[src/rtl/instgen_pkg.sv]
// Shared types and constants for the tiled CONV instruction generator.
// Latency: n/a (types and constants only).
// Backpressure: n/a.
package instgen_pkg;

  // Command sequencing states.
  typedef enum logic [1:0] {
    IDLE = 2'd0,
    INIT = 2'd1,
    EXEC = 2'd2,
    DONE = 2'd3
  } state_t;

  // Byte address to 32-bit word address: drop the two low bits.
  localparam int BYTE2WORD_SH = 2;

  // Fixed-width part of an emitted instruction (copied straight from the command).
  typedef struct packed {
    logic [7:0] kernel_sizeh;
    logic [7:0] kernel_sizew;
    logic       has_bias;
    logic       has_relu;
  } inst_fixed_t;

endpackage

[src/rtl/instgen_addr_acc.sv]
// Loadable / clearable / steppable address accumulator (wraps modulo 2^AW).
// Latency: 1 cycle, the new value is visible the cycle after clr/load/step.
// Backpressure: none; the caller gates step. Priority is clr > load > step.
//
// Ports: clk, rst (async, active high), clr, load + load_val, step + step_val, acc.
module instgen_addr_acc
  import instgen_pkg::*;
#(
  parameter int AW = 14
) (
  input  logic          clk,
  input  logic          rst,
  input  logic          clr,
  input  logic          load,
  input  logic [AW-1:0] load_val,
  input  logic          step,
  input  logic [AW-1:0] step_val,
  output logic [AW-1:0] acc
);

  always_ff @(posedge clk or posedge rst) begin
    if (rst) begin
      acc <= '0;
    end else if (clr) begin
      acc <= '0;
    end else if (load) begin
      acc <= load_val;
    end else if (step) begin
      acc <= acc + step_val;
    end
  end

endmodule

[src/rtl/instgen_tiled.sv]
// Turns one CSR conv command into one stride instruction per output pixel per output-channel tile.
// Latency: first instruction 3 cycles after command accept, then 1 instruction/cycle; cmd_done 1 cycle after the tlast handshake.
// Backpressure: inst_* held stable while inst_valid && !decoder_ready; commands accepted only in IDLE (instgen_ready).
//
// Ports: clk, rst (async, active high); command fields + csrcmd_valid/instgen_ready;
//        inst_* instruction fields + inst_valid/decoder_ready, tlast; cmd_done pulse.
// Build option: define INSTGEN_STALL_CNT_EN to add stall_cnt[31:0] (cycles with inst_valid && !decoder_ready,
//        cleared on command accept, saturating).
module instgen_tiled
  import instgen_pkg::*;
#(
  parameter int ADDR_W     = 32,
  parameter int DATA_W     = 32,
  parameter int FRAM_AW    = 14,
  parameter int KRAM_AW    = 12,
  parameter int CHOUT_TILE = 8
) (
  input  logic               clk,
  input  logic               rst,
  input  logic [ADDR_W-1:0]  feature_baseaddr,
  input  logic [ADDR_W-1:0]  kernel_baseaddr,
  input  logic [ADDR_W-1:0]  output_baseaddr,
  input  logic [DATA_W-1:0]  feature_width,
  input  logic [DATA_W-1:0]  feature_height,
  input  logic [DATA_W-1:0]  feature_chin,
  input  logic [DATA_W-1:0]  feature_chout,
  input  logic [DATA_W-1:0]  output_width,
  input  logic [DATA_W-1:0]  output_height,
  input  logic [7:0]         kernel_sizeh,
  input  logic [7:0]         kernel_sizew,
  input  logic [7:0]         stride_h,
  input  logic [7:0]         stride_w,
  input  logic               has_bias,
  input  logic               has_relu,
  input  logic               csrcmd_valid,
  output logic               instgen_ready,
  output logic [FRAM_AW-1:0] inst_feature_baseaddr,
  output logic [KRAM_AW-1:0] inst_kernel_baseaddr,
  output logic [FRAM_AW-1:0] inst_wb_baseaddr,
  output logic [DATA_W-1:0]  inst_wb_ch_offset,
  output logic [DATA_W-1:0]  inst_chout_cnt,
  output logic [DATA_W-1:0]  inst_feature_chin,
  output logic [DATA_W-1:0]  inst_feature_width,
  output logic [DATA_W-1:0]  inst_feature_height,
  output logic [7:0]         inst_kernel_sizeh,
  output logic [7:0]         inst_kernel_sizew,
  output logic               inst_has_bias,
  output logic               inst_has_relu,
  output logic               inst_valid,
  input  logic               decoder_ready,
  output logic               tlast,
  output logic               cmd_done
`ifdef INSTGEN_STALL_CNT_EN
  ,
  output logic [31:0]        stall_cnt
`endif
);

  localparam logic [DATA_W-1:0] CT_D  = DATA_W'(CHOUT_TILE);
  localparam logic [DATA_W-1:0] ONE_D = DATA_W'(1);

  // ---------------------------------------------------------------- state
  state_t state_q, state_d;
  logic   init_ph_q;   // second INIT cycle

  // ---------------------------------------------------------------- captured command
  logic [FRAM_AW-1:0] fbase_q, obase_q;
  logic [KRAM_AW-1:0] kbase_q;
  logic [DATA_W-1:0]  fw_q, fh_q, chin_q, chout_q, ow_q, oh_q;
  logic [7:0]         sh_q, sw_q;
  inst_fixed_t        fix_q;

  // ---------------------------------------------------------------- precomputed steps
  logic [DATA_W-1:0]  row_step_q, plane_q, ck_q, ktile_q, wtile_q;

  // ---------------------------------------------------------------- loop position (of the next instruction to load)
  logic [DATA_W-1:0]  ox_q, oy_q, rem_q;   // rem_q = channels left from the current tile on

  logic [FRAM_AW-1:0] col_acc, row_acc, wbtile_acc, wb_acc;
  logic [KRAM_AW-1:0] k_acc;

  logic accept, init_done, zero_dim, fire, load_inst;
  logic last_col, last_row, last_tile, wrap_tile;

  assign accept    = csrcmd_valid && (state_q == IDLE);
  assign init_done = (state_q == INIT) && init_ph_q;
  assign zero_dim  = (ow_q == '0) || (oh_q == '0) || (chout_q == '0);
  assign fire      = inst_valid && decoder_ready;
  // Load the next instruction on the priming cycle of EXEC and after every non-final handshake.
  assign load_inst = (state_q == EXEC) && (!inst_valid || (decoder_ready && !tlast));

  assign last_col  = (ox_q == ow_q - ONE_D);
  assign last_row  = (oy_q == oh_q - ONE_D);
  assign last_tile = (rem_q <= CT_D);
  assign wrap_tile = last_col && last_row;

  // ---------------------------------------------------------------- FSM
  always_ff @(posedge clk or posedge rst) begin
    if (rst) begin
      state_q   <= IDLE;
      init_ph_q <= 1'b0;
    end else begin
      state_q   <= state_d;
      init_ph_q <= (state_q == INIT) && !init_ph_q;
    end
  end

  always_comb begin
    state_d       = state_q;
    instgen_ready = 1'b0;
    cmd_done      = 1'b0;
    case (state_q)
      IDLE: begin
        instgen_ready = 1'b1;
        if (csrcmd_valid) state_d = INIT;
      end
      INIT: begin
        if (init_ph_q) state_d = zero_dim ? DONE : EXEC;
      end
      EXEC: begin
        if (fire && tlast) state_d = DONE;
      end
      DONE: begin
        cmd_done = 1'b1;
        state_d  = IDLE;
      end
      default: state_d = IDLE;
    endcase
  end

  // ---------------------------------------------------------------- command capture
  always_ff @(posedge clk or posedge rst) begin
    if (rst) begin
      fbase_q <= '0; kbase_q <= '0; obase_q <= '0;
      fw_q <= '0; fh_q <= '0; chin_q <= '0; chout_q <= '0; ow_q <= '0; oh_q <= '0;
      sh_q <= '0; sw_q <= '0; fix_q <= '0;
    end else if (accept) begin
      fbase_q <= feature_baseaddr[BYTE2WORD_SH +: FRAM_AW];
      kbase_q <= kernel_baseaddr[BYTE2WORD_SH +: KRAM_AW];
      obase_q <= output_baseaddr[BYTE2WORD_SH +: FRAM_AW];
      fw_q    <= feature_width;
      fh_q    <= feature_height;
      chin_q  <= feature_chin;
      chout_q <= feature_chout;
      ow_q    <= output_width;
      oh_q    <= output_height;
      // A zero stride would make every pixel read the same window; treat it as 1.
      sh_q    <= (stride_h == 8'd0) ? 8'd1 : stride_h;
      sw_q    <= (stride_w == 8'd0) ? 8'd1 : stride_w;
      fix_q   <= '{kernel_sizeh: kernel_sizeh, kernel_sizew: kernel_sizew,
                   has_bias: has_bias, has_relu: has_relu};
    end
  end

  // ---------------------------------------------------------------- INIT: two-stage products
  always_ff @(posedge clk or posedge rst) begin
    if (rst) begin
      row_step_q <= '0; plane_q <= '0; ck_q <= '0; ktile_q <= '0; wtile_q <= '0;
    end else if (state_q == INIT) begin
      if (!init_ph_q) begin
        row_step_q <= DATA_W'(sh_q) * fw_q;
        plane_q    <= ow_q * oh_q;
        ck_q       <= chin_q * DATA_W'(fix_q.kernel_sizeh) * DATA_W'(fix_q.kernel_sizew);
      end else begin
        ktile_q    <= ck_q * CT_D;
        wtile_q    <= plane_q * CT_D;
      end
    end
  end

  // ---------------------------------------------------------------- loop counters
  always_ff @(posedge clk or posedge rst) begin
    if (rst) begin
      ox_q <= '0; oy_q <= '0; rem_q <= '0;
    end else if (init_done) begin
      ox_q  <= '0;
      oy_q  <= '0;
      rem_q <= chout_q;
    end else if (load_inst) begin
      ox_q <= last_col ? '0 : ox_q + ONE_D;
      if (last_col) oy_q <= last_row ? '0 : oy_q + ONE_D;
      if (wrap_tile) rem_q <= rem_q - CT_D;
    end
  end

  // ---------------------------------------------------------------- address accumulators
  instgen_addr_acc #(.AW(FRAM_AW)) u_col_acc (
    .clk(clk), .rst(rst),
    .clr(init_done || (load_inst && last_col)),
    .load(1'b0), .load_val('0),
    .step(load_inst), .step_val(FRAM_AW'(sw_q)),
    .acc(col_acc)
  );

  instgen_addr_acc #(.AW(FRAM_AW)) u_row_acc (
    .clk(clk), .rst(rst),
    .clr(init_done || (load_inst && wrap_tile)),
    .load(1'b0), .load_val('0),
    .step(load_inst && last_col), .step_val(row_step_q[FRAM_AW-1:0]),
    .acc(row_acc)
  );

  instgen_addr_acc #(.AW(KRAM_AW)) u_k_acc (
    .clk(clk), .rst(rst),
    .clr(1'b0),
    .load(init_done), .load_val(kbase_q),
    .step(load_inst && wrap_tile), .step_val(ktile_q[KRAM_AW-1:0]),
    .acc(k_acc)
  );

  instgen_addr_acc #(.AW(FRAM_AW)) u_wbtile_acc (
    .clk(clk), .rst(rst),
    .clr(1'b0),
    .load(init_done), .load_val(obase_q),
    .step(load_inst && wrap_tile), .step_val(wtile_q[FRAM_AW-1:0]),
    .acc(wbtile_acc)
  );

  // Write-back walks +1 per pixel inside a tile and jumps to the next tile base on wrap.
  instgen_addr_acc #(.AW(FRAM_AW)) u_wb_acc (
    .clk(clk), .rst(rst),
    .clr(1'b0),
    .load(init_done || (load_inst && wrap_tile)),
    .load_val(init_done ? obase_q : wbtile_acc + wtile_q[FRAM_AW-1:0]),
    .step(load_inst), .step_val(FRAM_AW'(1)),
    .acc(wb_acc)
  );

  // ---------------------------------------------------------------- instruction register
  always_ff @(posedge clk or posedge rst) begin
    if (rst) begin
      inst_feature_baseaddr <= '0;
      inst_kernel_baseaddr  <= '0;
      inst_wb_baseaddr      <= '0;
      inst_wb_ch_offset     <= '0;
      inst_chout_cnt        <= '0;
      inst_feature_chin     <= '0;
      inst_feature_width    <= '0;
      inst_feature_height   <= '0;
      inst_kernel_sizeh     <= '0;
      inst_kernel_sizew     <= '0;
      inst_has_bias         <= 1'b0;
      inst_has_relu         <= 1'b0;
      inst_valid            <= 1'b0;
      tlast                 <= 1'b0;
    end else if (fire && tlast) begin
      inst_valid <= 1'b0;
      tlast      <= 1'b0;
    end else if (load_inst) begin
      inst_feature_baseaddr <= fbase_q + row_acc + col_acc;
      inst_kernel_baseaddr  <= k_acc;
      inst_wb_baseaddr      <= wb_acc;
      inst_wb_ch_offset     <= plane_q;
      inst_chout_cnt        <= last_tile ? rem_q : CT_D;
      inst_feature_chin     <= chin_q;
      inst_feature_width    <= fw_q;
      inst_feature_height   <= fh_q;
      inst_kernel_sizeh     <= fix_q.kernel_sizeh;
      inst_kernel_sizew     <= fix_q.kernel_sizew;
      inst_has_bias         <= fix_q.has_bias;
      inst_has_relu         <= fix_q.has_relu;
      inst_valid            <= 1'b1;
      tlast                 <= wrap_tile && last_tile;
    end
  end

`ifdef INSTGEN_STALL_CNT_EN
  always_ff @(posedge clk or posedge rst) begin
    if (rst) begin
      stall_cnt <= '0;
    end else if (accept) begin
      stall_cnt <= '0;
    end else if (inst_valid && !decoder_ready && (stall_cnt != '1)) begin
      stall_cnt <= stall_cnt + 32'd1;
    end
  end
`else
  // No stall accounting in this build.
`endif

  // Address bits outside the word window and the high product bits are intentionally dropped.
  logic unused_bits;
  assign unused_bits = ^{feature_baseaddr, kernel_baseaddr, output_baseaddr,
                         row_step_q, ktile_q, wtile_q};

endmodule

[config.mk]
export PLATFORM = sky130hd
export DESIGN_NAME = instgen_tiled
export DESIGN_NICKNAME = d
export VERILOG_FILES = /design/src/rtl/instgen_pkg.sv /design/src/rtl/instgen_addr_acc.sv /design/src/rtl/instgen_tiled.sv
export SDC_FILE = /design/constraint.sdc
export NUM_CORES = 2
export LEC_CHECK = 0
export ABC_AREA = 1
export CELL_PAD_IN_SITES_DETAIL_PLACEMENT = 1
export CELL_PAD_IN_SITES_GLOBAL_PLACEMENT = 1
export CORE_MARGIN = 3
export CORE_UTILIZATION = 48
export DETAILED_ROUTE_END_ITERATION = 6
export GPL_TIMING_DRIVEN = 0
export PLACE_DENSITY = 0.92
export SLEW_MARGIN = 20
export SYNTH_ARGS = -nofsm -noshare
export SYNTH_HDL_FRONTEND = slang
export SYNTH_SLANG_ARGS = --single-unit
[constraint.sdc]
create_clock -name clk -period 83.8 [get_ports clk]
set_input_delay 25.14 -clock clk [delete_from_list [all_inputs] [get_ports clk]]
set_output_delay 25.14 -clock clk [all_outputs]
set_load 0.02 [all_outputs]
Word-level counts from Yosys, hierarchy flattened
Index checks and enable logic that the tools add are counted.
{ "word_totals": {"regBits": 728, "inputBits": 326, "out_inout_bits": 222, "word_cells": 145} }
{ "classes": {"n_addsub": 12, "mul": 4, "order_cmp": 1, "n_eq_ne": 8, "n_mux": 35, "bitwise_logic": 2, "reduce_logical": 39} }
{ "op_table": {"columns": ["operator", "count"], "rows": [
  ["32-bit 2-to-1 mux", 11],
  ["14-bit 2-to-1 mux", 9],
  ["32-bit logical NOT", 3],
  ["32-bit by 1-bit adder with 32-bit output (second input constant)", 2],
  ["32-bit equality test", 2],
  ["32-bit by 1-bit subtractor with 32-bit output (second input constant)", 2],
  ["14-bit adder", 4],
  ["32-bit by 4-bit less-or-equal comparator with 1-bit output (second input constant)", 1],
  ["32-bit by 32-bit multiplier with 32-bit output", 1],
  ["32-bit by 8-bit multiplier with 32-bit output", 1],
  ["32-bit by 8-bit multiplier with 9-bit output", 1],
  ["8-bit by 32-bit multiplier with 14-bit output", 1],
  ["32-bit by 4-bit subtractor with 32-bit output (second input constant)", 1],
  ["12-bit 2-to-1 mux", 2],
  ["8-bit logical NOT", 2],
  ["8-bit 2-to-1 mux", 2],
  ["2-bit nonzero test", 8],
  ["14-bit by 1-bit adder with 14-bit output (second input constant)", 1],
  ["14-bit by 8-bit adder with 14-bit output", 1],
  ["12-bit adder", 1],
  ["1-bit logical AND", 11],
  ["2-bit AND reduction", 5],
  ["2-bit one-hot mux with 4 select lines", 1],
  ["1-bit 2-to-1 mux", 7],
  ["other kinds (10)", 21]
]} }

Longest topological paths before layout
{ "depth": {"depth_word": 7, "mapped_depth": 35, "mapped_depth_nobuf": 33} }

By module
A second synthesis with hierarchy kept.
{ "unflattened": {"hier_cells": 7839, "area_unflattened_um2": 61230.0} }
{ "by_module_without_submodules": {"columns": ["mod", "n_inst", "cells_per_inst", "area_per_inst_um2", "seq_area_each_um2"], "rows": [
  ["instgen_tiled", 1, 6668, 54019.3, 16515.8],
  ["instgen_addr_acc at u_col_acc ...", 3, 243, 1493.9, 350.3],
  ["instgen_addr_acc at u_wbtile_acc", 1, 243, 1501.4, 350.3],
  ["instgen_addr_acc at u_k_acc", 1, 199, 1227.4, 300.3]
]} }

Least setup slack after synthesis
OpenSTA, ideal clock, no wires.
{ "synth_timing": {"path_type": "in2reg", "from": "in decoder_ready", "to": "reg ox_q[29]", "setup_ns": 0.110, "arrival_ns": 26.307, "required_time_ns": 83.690, "setup_slack_ns": 57.383, "stages": 9, "path_buffers": 2, "path_cell_list": "inv_1 -> o21ai_0 -> nand2_1 -> inv_2 -> nor2_1 -> clkbuf_1 -> clkbuf_1 -> nand2_1 -> o41ai_1"} }
{ "synth_via": {"elab_chain_cells": 4} }
{ "synth_lines": {"columns": ["item", "line_no", "text"], "rows": [
  ["from (decl)", "instgen_tiled.sv:50", "input logic decoder_ready,"],
  ["1-bit logical AND", "instgen_tiled.sv:90", "assign load_inst = (state_q == EXEC) && (!inst_valid || (decoder_ready && !tlast));"],
  ["1-bit logical OR", "instgen_tiled.sv:90", null],
  ["1-bit logical AND", "instgen_tiled.sv:90", null],
  ["2-bit nonzero test (no source line)", null, null],
  ["to (signal assigned)", "instgen_tiled.sv:180", "ox_q <= last_col ? '0 : ox_q + ONE_D;"],
  ["to (decl)", "instgen_tiled.sv:77", "logic [DATA_W-1:0] ox_q, oy_q, rem_q;"]
]} }
Every way passes these cells.
A chain may end at the register's enable or synchronous reset.

Worst setup path after layout
{ "layout_timing": {"from": "in csrcmd_valid", "to": "reg fix_q[5] (netlist bit)"} }
{ "layout_via": {"elab_chain_cells": 1} }
{ "layout_lines": {"columns": ["item", "line_no", "text"], "rows": [
  ["from (decl)", "instgen_tiled.sv:35", "input logic csrcmd_valid,"],
  ["1-bit logical AND", "instgen_tiled.sv:85", "assign accept = csrcmd_valid && (state_q == IDLE);"],
  ["to (signal assigned)", "instgen_tiled.sv:150", "fix_q <= '{kernel_sizeh: kernel_sizeh, kernel_sizew: kernel_sizew,"],
  ["to (decl)", "instgen_tiled.sv:71", "inst_fixed_t fix_q;"]
]} }
Every way passes these cells.

==> metrics <==
via count=52100; top sig layer=met5; Syn Std Cell Area=56600 sq um; Seq/Total Area, Yosys=32.2%; met1 WL=83300 um; placed wire-length estimate=179000 um; clk slew on worst S/H paths=0.07 ns; Slew Limit Fails=0; Setup crit start kind=input port; Worst-Skew Late Latency=0.71 ns; average size of a mapped cell=8.27 sq um; Worst EP arrival=28.88 ns; # DRC=1; CTS Hold Buffers Added=0; Crit Reg-Reg Endpoint=plane_q[25]$_DFFE_PP0P_; Std-Cell Rows=125; layout net count=8504; Post-Syn Nets=7917; htree depth=3; EDFF count, synth=0; failing checks=DRC; Final Hold Viols=0; CTS tree=built; all-layer global routing usage=38.5%; Multi-input gate area=32300 sq um; Critical Path Fanout Max=10; worst slew pin tran=1.22 ns; asr flop ratio synth=100%; Starting DRT DRC Count=3830; Max Fclk=35.2 MHz; Area growth syn-to-layout=17.6%; Synth Flop Type=dfrtp_1; min-delay worst type=reg -> reg; number of setup buffers added after CTS=0; Horiz. Die Dim=349 um; largest net degree at the start of global routing=106; R2R Path Start=oh_q[4]$_DFFE_PP0P_; met3 wire len=20500 um; Die Ht=349 um; core footprint=117000 sq um; Mapped Cells=6840; fin crit share=33.9%; setup_tns=0 ns; Yosys reg bits=728; die area=122000 sq um; register area=18200 sq um; worst hold slack=0.473 ns; Final min period=28.37 ns; unrepaired setup endpoints after global routing=false; vias in the first global route=59000; drt first pass iters=7; max_cap viols=0; Post-CTS Resized=0; R2R depth=24; most frequent cells after synthesis=nand2_1 (2000), inv_1 (1238), dfrtp_1 (728); Initial Util=48.5%; met2 routed WL=113000 um; CP endpoint kind=flip-flop; synth top area cells=dfrtp_1 (32%), fa_1 (18%), nand2_1 (13%); GRT Residual Overflow=0; fillers=13800; Synth Warn #=0; Port Buffers=491; # IOs=548; setup violators final=0; Clock Tree Buf Depth=3; CP Class=in -> reg; share of cells above drive strength 1=7.00%; wire per inst=26.5 um; Critical path origin=csrcmd_valid; most frequent cell after synthesis=nand2_1; first-pass GRT wire length=353000 um; Yosys top cell by area=dfrtp_1; outcome=complete, but fails checks; antenna violations before repair=12; worst reg2reg setup slack=74.87 ns; number of clock sinks=728; drt total wl=239000 um; skew final=0.0421 ns; root buffer cell=clkbuf_16; Critical Path End=fix_q[5]$_DFFE_PP0P_; post-route ant nets=0; synth unique cells=63; CP Data Required Time=84.31 ns; total CTS buffers=84; DR vias/cell=5.77; Synth top area share=32.2%; Max-slew headroom=18.6%; placer congestion estimate=0.980
stage by stage:
step | instance area [sq um] | utilization [%] | setup WS (ns) | instances
2_1_floorplan | 56600 | - | 38.24 | 6840
3_3_place_gp | 63400 | 54.4 | 29.38 | 8855
3_5_place_dp | 63600 | 54.6 | 55.07 | 8864
4_1_cts | 66500 | 57.1 | 55.73 | 9018
5_1_grt | 66500 | 57.1 | 55.50 | 9022
6_report | 66500 | 57.1 | 55.43 | 9030
cells in the final DEF, fill, tap and decap left out, drive strengths merged, types with 30 or more instances in the layout:
cell type,Yosys,routed
a21oi,151,151
fa,510,510
ha,241,241
buf,99,107
nor3,44,44
o21ai,301,301
nand3,194,194
mux2,221,221
nand4,40,40
clkdlybuf4s50,0,491
clkinv,2,30
nand2,2012,2012
dfrtp,728,728
xor2,162,162
xnor2,88,88
or2,36,36
nor4,35,35
inv,1244,1246
clkbuf,215,332
nor2,380,380
cells by family after synthesis:
logic type / Yosys count / synth area share [%]
AO/OA/AOI/OAI: 552 / 5.33
XOR/XNOR: 254 / 4.03
multiplexers: 222 / 4.42
buffers and inverters: 1560 / 10.6
AND/OR/NAND/NOR: 2773 / 20.0
adder cells (fa/ha/maj): 751 / 23.4
flip-flops: 728 / 32.2
flip-flops by register name, summed over array words and instances, names as in the netlist, 18 cells and up:
| signal | cells |
|---|---|
| chout_q | 32 |
| inst_feature_width | 32 |
| inst_feature_height | 32 |
| chin_q | 32 |
| fh_q | 32 |
| rem_q | 32 |
| inst_feature_chin | 32 |
| fix_q | 18 |
| inst_wb_ch_offset | 32 |
| ox_q | 32 |
| oh_q | 32 |
| oy_q | 32 |
| plane_q | 32 |
| inst_chout_cnt | 32 |
| ow_q | 32 |
| fw_q | 32 |
critical path, cell delays in order:
cell and delay [ns]:
clkdlybuf4s50_1 0.42, nand2_1 0.40, clkbuf_1 0.89, clkbuf_1 0.87, clkbuf_1 0.86, a21oi_1 0.28
cell type report:
class,instances,share of cell area [%]
Antenna cell,11,0.0414
Buffer,314,2.00
Clock buffer,115,3.59
Clock inverter,39,0.696
Inverter,1246,7.04
Multi-Input combinational cell,4552,48.6
Sequential cell,728,27.4
Tap cell,1524,2.87
Timing Repair Buffer,501,7.76
per-layer routing:
layer	global-route usage [%]	vias up
li1	-	21900
met1	42.4	26400
met2	63.9	2641
met3	9.89	1083
met4	29.0	12
met5	0	-
how the worst min path moves through the flow:
stage / depth (start not counted) / start / end / slack (ns)
finish: 2 / chin_q[25]$_DFFE_PP0P_ / inst_feature_chin[25]$_DFFE_PP0P_ / 0.47
global route: 2 / plane_q[24]$_DFFE_PP0P_ / inst_wb_ch_offset[24]$_DFFE_PP0P_ / 0.50
floorplan: 2 / chin_q[10]$_DFFE_PP0P_ / inst_feature_chin[10]$_DFFE_PP0P_ / 0.44
global placement: 2 / fh_q[7]$_DFFE_PP0P_ / inst_feature_height[7]$_DFFE_PP0P_ / 0.44
detailed placement: 2 / chin_q[22]$_DFFE_PP0P_ / inst_feature_chin[22]$_DFFE_PP0P_ / 0.46
CTS: 2 / chin_q[22]$_DFFE_PP0P_ / inst_feature_chin[22]$_DFFE_PP0P_ / 0.47
Power is left out: the tool's default activity adds up to more than one toggle a clock period on the data nets, which glitch-free logic cannot reach.
